===== config.mk =====
export PLATFORM = sky130hd
export DESIGN_NAME = pipe_hazard_ctrl
export DESIGN_NICKNAME = d
export VERILOG_FILES = /design/src/rtl/pipe_ctrl_pkg.sv /design/src/rtl/md_busy_cnt.sv /design/src/rtl/pipe_hazard_ctrl.sv
export SDC_FILE = /design/constraint.sdc
export NUM_CORES = 1
export LEC_CHECK = 0
export ABC_CLOCK_PERIOD_IN_PS = 7200
export CAP_MARGIN = 15
export CELL_PAD_IN_SITES_DETAIL_PLACEMENT = 1
export CELL_PAD_IN_SITES_GLOBAL_PLACEMENT = 2
export CORE_UTILIZATION = 33
export CTS_BUF_LIST = sky130_fd_sc_hd__clkbuf_4 sky130_fd_sc_hd__clkbuf_8
export CTS_CLUSTER_DIAMETER = 80
export CTS_CLUSTER_SIZE = 30
export DETAILED_ROUTE_END_ITERATION = 6
export PLACE_DENSITY = 0.9
export RECOVER_POWER = 100
export SETUP_SLACK_MARGIN = 0.3
export SYNTH_ARGS = -nofsm -noshare
export SYNTH_HDL_FRONTEND = slang
export SYNTH_HIERARCHICAL = 1
export SYNTH_SLANG_ARGS = --single-unit

===== constraint.sdc =====
create_clock -name clk -period 7.2 [get_ports clk]
set_clock_uncertainty 0.1 [all_clocks]
set_input_delay 1.8 -clock clk [delete_from_list [all_inputs] [get_ports clk]]
set_output_delay 1.8 -clock clk [all_outputs]
set_load 0.03 [all_outputs]

===== src/rtl/pipe_ctrl_pkg.sv =====
// Shared encodings and defaults for the pipeline hazard controller.
// Holds multiply/divide opcodes, controller state names, latencies and small helpers.
package pipe_ctrl_pkg;

  typedef enum logic [1:0] {
    MD_NONE = 2'b00,
    MD_MULT = 2'b01,
    MD_DIV  = 2'b10,
    MD_MFHL = 2'b11
  } md_op_e;

  typedef enum logic [1:0] {
    ST_RUN = 2'b00,
    ST_HAZ = 2'b01,
    ST_MDW = 2'b10
  } hz_state_e;

  localparam int DEF_MULT_LAT = 5;
  localparam int DEF_DIV_LAT  = 10;

  // One shadow pipeline slot: destination register and whether it is a load.
  typedef struct packed {
    logic [4:0] dst;
    logic       load;
  } sb_entry_t;

  // Busy counter must hold the largest latency and never be narrower than 4 bits.
  function automatic int cnt_width(input int max_lat);
    int w;
    w = $clog2(max_lat + 1);
    return (w < 4) ? 4 : w;
  endfunction

  // Register 0 is hardwired to zero, so it can never create a dependency.
  function automatic logic src_hit(input logic [4:0] src, input logic used,
                                   input logic [4:0] dst);
    return used && (src != 5'd0) && (src == dst);
  endfunction

endpackage


===== src/rtl/md_busy_cnt.sv =====
// Multiply/divide unit busy counter: loads a latency, counts down to zero.
// The zero flag tells the hazard logic the HI/LO results are ready.
module md_busy_cnt #(
  parameter int W = 4
) (
  input  logic         clk,
  input  logic         reset,
  input  logic         load,
  input  logic [W-1:0] load_val,
  output logic         zero
);

  logic [W-1:0] cnt;

  always_ff @(posedge clk) begin
    if (reset) begin
      cnt <= '0;
    end else if (load) begin
      cnt <= load_val;
    end else if (cnt != '0) begin
      cnt <= cnt - W'(1);
    end
  end

  assign zero = (cnt == '0);

endmodule


===== src/rtl/pipe_hazard_ctrl.sv =====
// Stall/flush controller for a 5-stage MIPS-style pipeline with ID-stage branches.
// Tracks EX/MEM destinations in a shadow scoreboard plus a mult/div busy counter.
module pipe_hazard_ctrl
  import pipe_ctrl_pkg::*;
#(
  parameter int MULT_LAT = DEF_MULT_LAT,
  parameter int DIV_LAT  = DEF_DIV_LAT
) (
  input  logic        clk,
  input  logic        reset,
  input  logic        id_valid,
  input  logic [4:0]  id_rs,
  input  logic [4:0]  id_rt,
  input  logic        id_use_rs,
  input  logic        id_use_rt,
  input  logic [4:0]  id_dst,
  input  logic        id_load,
  input  logic        id_branch,
  input  logic        id_jump,
  input  logic [1:0]  id_md,
  input  logic        br_taken,
  output logic        pc_write,
  output logic        ifid_write,
  output logic        pc_redirect,
  output logic        ifid_flush,
  output logic        idex_bubble,
  output logic [15:0] stall_cnt
);

  localparam int MAX_LAT = (MULT_LAT > DIV_LAT) ? MULT_LAT : DIV_LAT;
  localparam int CNT_W   = cnt_width(MAX_LAT);

  hz_state_e state_q, state_d;
  sb_entry_t ex_q, mem_q;
  md_op_e    md_op;
  logic      md_zero;
  logic      ex_hit, mem_hit, load_use, br_haz;
  logic      data_haz, md_haz, stall, advance;
  logic      md_load;
  logic [CNT_W-1:0] md_lat;

  assign md_op = md_op_e'(id_md);

  assign ex_hit  = src_hit(id_rs, id_use_rs, ex_q.dst)  | src_hit(id_rt, id_use_rt, ex_q.dst);
  assign mem_hit = src_hit(id_rs, id_use_rs, mem_q.dst) | src_hit(id_rt, id_use_rt, mem_q.dst);

  // j/jal read no sources, so only jr can actually match here.
  assign load_use = ex_q.load & ex_hit;
  assign br_haz   = (id_branch | id_jump) & (ex_hit | (mem_q.load & mem_hit));

  assign data_haz = id_valid & (load_use | br_haz);
  assign md_haz   = id_valid & (md_op != MD_NONE) & ~md_zero;
  assign stall    = data_haz | md_haz;
  assign advance  = id_valid & ~stall;

  assign md_load = advance & ((md_op == MD_MULT) | (md_op == MD_DIV));
  assign md_lat  = (md_op == MD_DIV) ? CNT_W'(DIV_LAT) : CNT_W'(MULT_LAT);

  md_busy_cnt #(.W(CNT_W)) u_md_busy (
    .clk      (clk),
    .reset    (reset),
    .load     (md_load),
    .load_val (md_lat),
    .zero     (md_zero)
  );

  always_ff @(posedge clk) begin
    if (reset) begin
      state_q   <= ST_RUN;
      ex_q      <= '0;
      mem_q     <= '0;
      stall_cnt <= '0;
    end else begin
      state_q <= state_d;
      mem_q   <= ex_q;
      ex_q    <= advance ? '{dst: id_dst, load: id_load} : '0;
      if ((state_q != ST_RUN) && (stall_cnt != 16'hFFFF)) begin
        stall_cnt <= stall_cnt + 16'd1;
      end
    end
  end

  // On a redirect IF/ID still loads, but the flush turns that load into a bubble.
  always_comb begin
    state_d     = ST_RUN;
    pc_write    = 1'b1;
    ifid_write  = 1'b1;
    pc_redirect = 1'b0;
    ifid_flush  = 1'b0;
    idex_bubble = 1'b0;
    if (!reset) begin
      if (md_haz) begin
        state_d = ST_MDW;
      end else if (data_haz) begin
        state_d = ST_HAZ;
      end
      if (stall) begin
        pc_write    = 1'b0;
        ifid_write  = 1'b0;
        idex_bubble = 1'b1;
      end else if (id_valid && (id_jump || (id_branch && br_taken))) begin
        pc_redirect = 1'b1;
        ifid_flush  = 1'b1;
      end
    end
  end

endmodule

Word-level counts from Yosys, hierarchy flattened:

Index checks and enable logic that the tools add are counted.

* input bits: 26
* output and inout bits: 21
* word-level logic and storage cells: 66
* register bits after elaboration: 34

* equality and inequality tests: 7
* bitwise gates (word level): 18
* $add $sub $neg: 2
* muxes and demuxes: 12
* reductions and logical operators: 19

Operators by type and width (count)
* 5-bit == test: 4
* 16-bit by 1-bit adder with 16-bit output (second input constant): 1
* 16-bit != test (second input constant): 1
* 4-bit 2-to-1 mux: 3
* 5-bit nonzero test: 2
* 1-bit logical AND: 9
* 1-bit AND: 8
* 1-bit 2-to-1 mux: 8
* 1-bit bitwise OR: 7
* 2-bit nonzero test: 3
* 4-bit zero test: 1
* 4-bit nonzero test: 1
* 2-bit OR reduction: 2
* 4-bit by 1-bit subtractor with 4-bit output (second input constant): 1
* 1-bit inverter: 3
* 2-bit by 1-bit == test with 1-bit output (second input constant): 1
* 2-bit == test (second input constant): 1
* 2-bit 2-to-1 mux: 1
* 1-bit logical OR: 1

Logic depth before layout (Yosys ltp):

* depth after elaboration: 14
* mapped depth: 9
* gate-level depth less buffers: 9

By module:

The synthesis kept the hierarchy.

By module, submodules not included
* pipe_hazard_ctrl: times used 1, area each 1725.4 µm², cells an instance 193, sequential area each 600.6 µm²
* md_busy_cnt: times used 1, area each 229.0 µm², cells an instance 24, sequential area each 80.1 µm²

Worst setup path before layout:

No wires, ideal clock.

* path kind: input -> output
* start: input port id_rs[1]
* end: output port pc_write
* data required time: 5300 ps
* stages on the path: 7
* data arrival time: 3883 ps
* path buffers: 2
* slack: 1417 ps
* cells stage by stage: or4_4 > o21ai_2 > or4_4 > buf_8 > nand2_4 > o31ai_1 > buf_4

* cells in the longest elaborated chain, start to end: 12
* elaborated cells between the ends (all ways): 17
* those cells by class: 2 x eq/ne; 2 x mux; 9 x bitwise; 4 x reduce/logical

RTL lines
* start, declared: line pipe_hazard_ctrl.sv:12 `input logic [4:0] id_rs,`
* 5-bit nonzero test: line pipe_ctrl_pkg.sv:37 `return used && (src != 5'd0) && (src == dst);`
* 1-bit logical AND (2 in series): line pipe_ctrl_pkg.sv:37
* 1-bit bitwise OR: line pipe_hazard_ctrl.sv:45 `assign mem_hit = src_hit(id_rs, id_use_rs, mem_q.dst) | src_hit(id_rt, id_use_rt, mem_q.dst);`
* 1-bit AND: line pipe_hazard_ctrl.sv:49 `assign br_haz = (id_branch | id_jump) & (ex_hit | (mem_q.load & mem_hit));`
* 1-bit bitwise OR: line pipe_hazard_ctrl.sv:49
* 1-bit AND: line pipe_hazard_ctrl.sv:49
* 1-bit bitwise OR *: line pipe_hazard_ctrl.sv:51 `assign data_haz = id_valid & (load_use | br_haz);`
* 1-bit AND *: line pipe_hazard_ctrl.sv:51
* 1-bit bitwise OR *: line pipe_hazard_ctrl.sv:53 `assign stall = data_haz | md_haz;`
* 1-bit 2-to-1 mux * (2 in series)
* end, declared: line pipe_hazard_ctrl.sv:22 `output logic pc_write,`

Every way passes the cells marked *; elsewhere a longest branch is shown, timed or not.

Worst setup path after layout:

* start: input port reset
* end: output port ifid_flush

* cells in the longest elaborated chain, start to end: 1

RTL lines
* start, declared: line pipe_hazard_ctrl.sv:10 `input logic reset,`
* 1-bit 2-to-1 mux: line pipe_hazard_ctrl.sv:91 `if (!reset) begin`
* end, declared: line pipe_hazard_ctrl.sv:25 `output logic ifid_flush,`

Every way passes these cells.

==> results by group <==
Status
  • Outcome: complete, no violations

Yosys
  • Netlist cell types: 51
  • Yosys reg bits: 34
  • EDFF count, synth: 0
  • Synth warnings: 6
  • Synth Flop Type: dfxtp_1
  • Syn Nets: 247
  • Post-synth ARST share: 0
  • Sequential area share after synthesis: 0.3483
  • Count leader, synth: dfxtp_1
  • Yosys top cell area share: 0.3483
  • Top cells by count, synth: dfxtp_1, nor2_1, xnor2_1
  • Cell Area, Synth: 1954 um2
  • Top post-synthesis cells by area: dfxtp_1, xnor2_1, xor2_1, nor2_1, nand2_1
  • Post-synth top area cell: dfxtp_1
  • Cells after Synth: 217
  • Syn Area/Cell: 9.006 um2

Power and ir drop
  • Combinational share of power: 0.307
  • Maximum VDD drop: 0.1626 mV
  • Sequential group share of total power: 0.420
  • Net Sw Power: 173.3 uW
  • Pwr dens: 215.3 nW/um2
  • Total power: 543.3 uW
  • Int Power: 370.0 uW
  • Switching Share: 0.3190
  • Leak Pwr: 0.9416 nW
  • Clk network pwr share: 0.273

STA
  • Fin Hold WS: 0.3882 ns
  • Max-slew headroom: 0.05889
  • Post-route setup TNS: 0 ns
  • Final setup fails: 0
  • Final hold vios: 0
  • Post-layout min period: 6.566 ns
  • Fin crit share: 0.9120
  • Worst-margin pin slew: 1.412 ns
  • Final Max Tran Viols: 0
  • Unrepaired setup endpoints after global routing: no
  • FMAX: 152.3 MHz

Setup path
  • Delay-heaviest family, CP: buffers and inverters
  • Buf/Inv on CP: 3
  • Critical path class: in2out
  • Critical path peak fanout: 29
  • Required @ worst endpoint: 5.30 ns
  • CP most frequent cell: clkdlybuf4s50_1
  • Slowest-stage cell, CP: clkdlybuf4s50_1
  • Critical path's largest stage delay: 0.74 ns
  • Crit path arrival time: 4.67 ns
  • Worst Setup Start Kind: input port
  • CP Cell Sequence: clkdlybuf4s50_1 -> clkbuf_1 -> nand2b_1 -> nor2_1 -> nor4b_2 -> clkdlybuf4s50_1
  • Crit end category: output pin

Floorplan
  • Die area: 6234 um2
  • Core area: 5608 um2
  • Ports: 47
  • Placement Rows: 27
  • Height of the die: 78.96 um
  • Initial core utilization: 0.3485
  • Die W: 78.96 um

Detailed routing
  • Routed wire length per instance: 14.47 um
  • Vias: 1719
  • DRT Pass-1 Iters: 4
  • Via density: 5.101
  • DR iter-0 viols: 52
  • DR top layer: met4
  • WL met3: 129 um
  • Antenna Nets Post-Route: 0
  • DRC errors left: 0
  • WL met2: 2.377 mm
  • Routed WL: 4.876 mm
  • Met1 wire length: 2.321 mm

Job
  • Total of max-cap violations: 0

Cells and area
  • NumNets Final: 294
  • N_diodes: 0
  • Fin cells: 337
  • P&R area growth vs syn: 29.13%
  • Fraction of layout cells with a size suffix above 1: 0.09811

Clocking
  • Cts hold-fix bufs: 0
  • Post-CTS sizing: 0
  • Clk root buf: clkbuf_8
  • Max clock buf depth: 2
  • CTS Sinks: 34
  • Cts bufs inserted: 5
  • Post-CTS setup buffers: 0
  • Max H-tree Level: 2
  • Clock-pin slew on the worst setup and hold paths: 0.07 ns
  • Clk_lat worst skew: 0.28 ns
  • TritonCTS clock tree: built

Min path
  • Hold/Removal Path Class: reg2reg

Global routing
  • Largest net degree at the start of global routing: 30
  • Initial antenna violation count: 0
  • Vias in the first global route: 1807
  • GRT Overall Usage: 0.1684
  • First-pass GRT wire length: 8.390 mm
  • Overflow after GRT: 0

Placed design
  • DP Cell Count: 329
  • DP HPWL: 3.694 mm
  • GP Congestion: 0.7872
  • PortBufs: 46
power by group through the flow:
| stage | logic [mW] | clock network [mW] | registers [mW] |
|---|---|---|---|
| 3_5_place_dp | 0.172 | 0 | 0.233 |
| 6_report | 0.167 | 0.149 | 0.228 |
| 3_3_place_gp | 0.168 | 0 | 0.233 |
| 2_1_floorplan | 0.122 | 0 | 0.231 |
| 5_1_grt | 0.186 | 0.163 | 0.231 |
| 4_1_cts | 0.173 | 0.154 | 0.229 |
layer usage:
metal	global-route usage	vias to the layer above
li1	-	873
met3	0.02644	4
met4	0.05455	0
met5	0	-
met2	0.2913	26
met1	0.2129	816
placed cells by master (no fill, tap or decap), types with 2 or more instances in the layout:
cell type	instances
o41ai_1	2
xnor2_1	19
nor4b_2	2
dlygate4sd3_1	20
nor2b_1	9
a21oi_1	9
o21ai_2	2
dfxtp_1	34
clkdlybuf4s50_1	26
nor2_1	20
or4_1	3
o22ai_1	2
and3_1	2
or2_2	2
or4_4	3
nand3_1	8
nor3_1	7
clkbuf_8	6
xor2_1	14
o211ai_1	2
and4_1	2
nand4_1	10
nand2_1	17
a211oi_1	2
o21ai_0	9
inv_1	6
ha_1	4
final cells by class:
type	count	area, um2
Multi-Input combinational cell	170	1171
Timing Repair Buffer	47	464.2
Clock inverter	2	12.51
Inverter	6	22.52
Fill cell	669	3084
Tap cell	72	90.09
Sequential cell	34	680.7
Clock buffer	6	82.58
metrics by stage:
stage                     cell area, um2  setup slack (ns)  utilization
after floorplan                     1954             1.417            -
after global placement              2451            0.9999       0.4371
after detailed placement            2451            0.9097       0.4371
after CTS                           2546            0.8997       0.4540
after global routing                2524            0.4177       0.4500
final                               2524            0.6340       0.4500
logic make-up (layout without fill, tap and decap cells):
group	count (synthesis)	after routing	share of synthesized area
DFF	34	34	0.3483
muxes	2	2	0.01088
adders and majority gates	4	4	0.02561
and+or+nand+nor	94	94	0.2964
buffers and inverters	13	61	0.04289
AOI/OAI and AO/OA	37	37	0.1280
xor gates and xnor gates	33	33	0.1479
worst paths after layout:
| kind | endpoint | depth (start not counted) | slack [ns] | start |
|---|---|---|---|---|
| worst min register to register | mem_q[0] | 1 | 0.39 | ex_q[0] |
| worst min-delay path | mem_q[0] | 1 | 0.39 | ex_q[0] |
| worst max register to register | u_md_busy/cnt[3] | 7 | 4.40 | mem_q[4] |
| worst max-delay path | ifid_flush | 6 | 0.63 | reset |
state kept, by name (all words and copies together) (netlist names):
register and flops:
ex_q 6, mem_q 6, stall_cnt 16, state_q 2
u_md_busy/cnt 4
No activity file was read; power rests on OpenSTA's default activity.
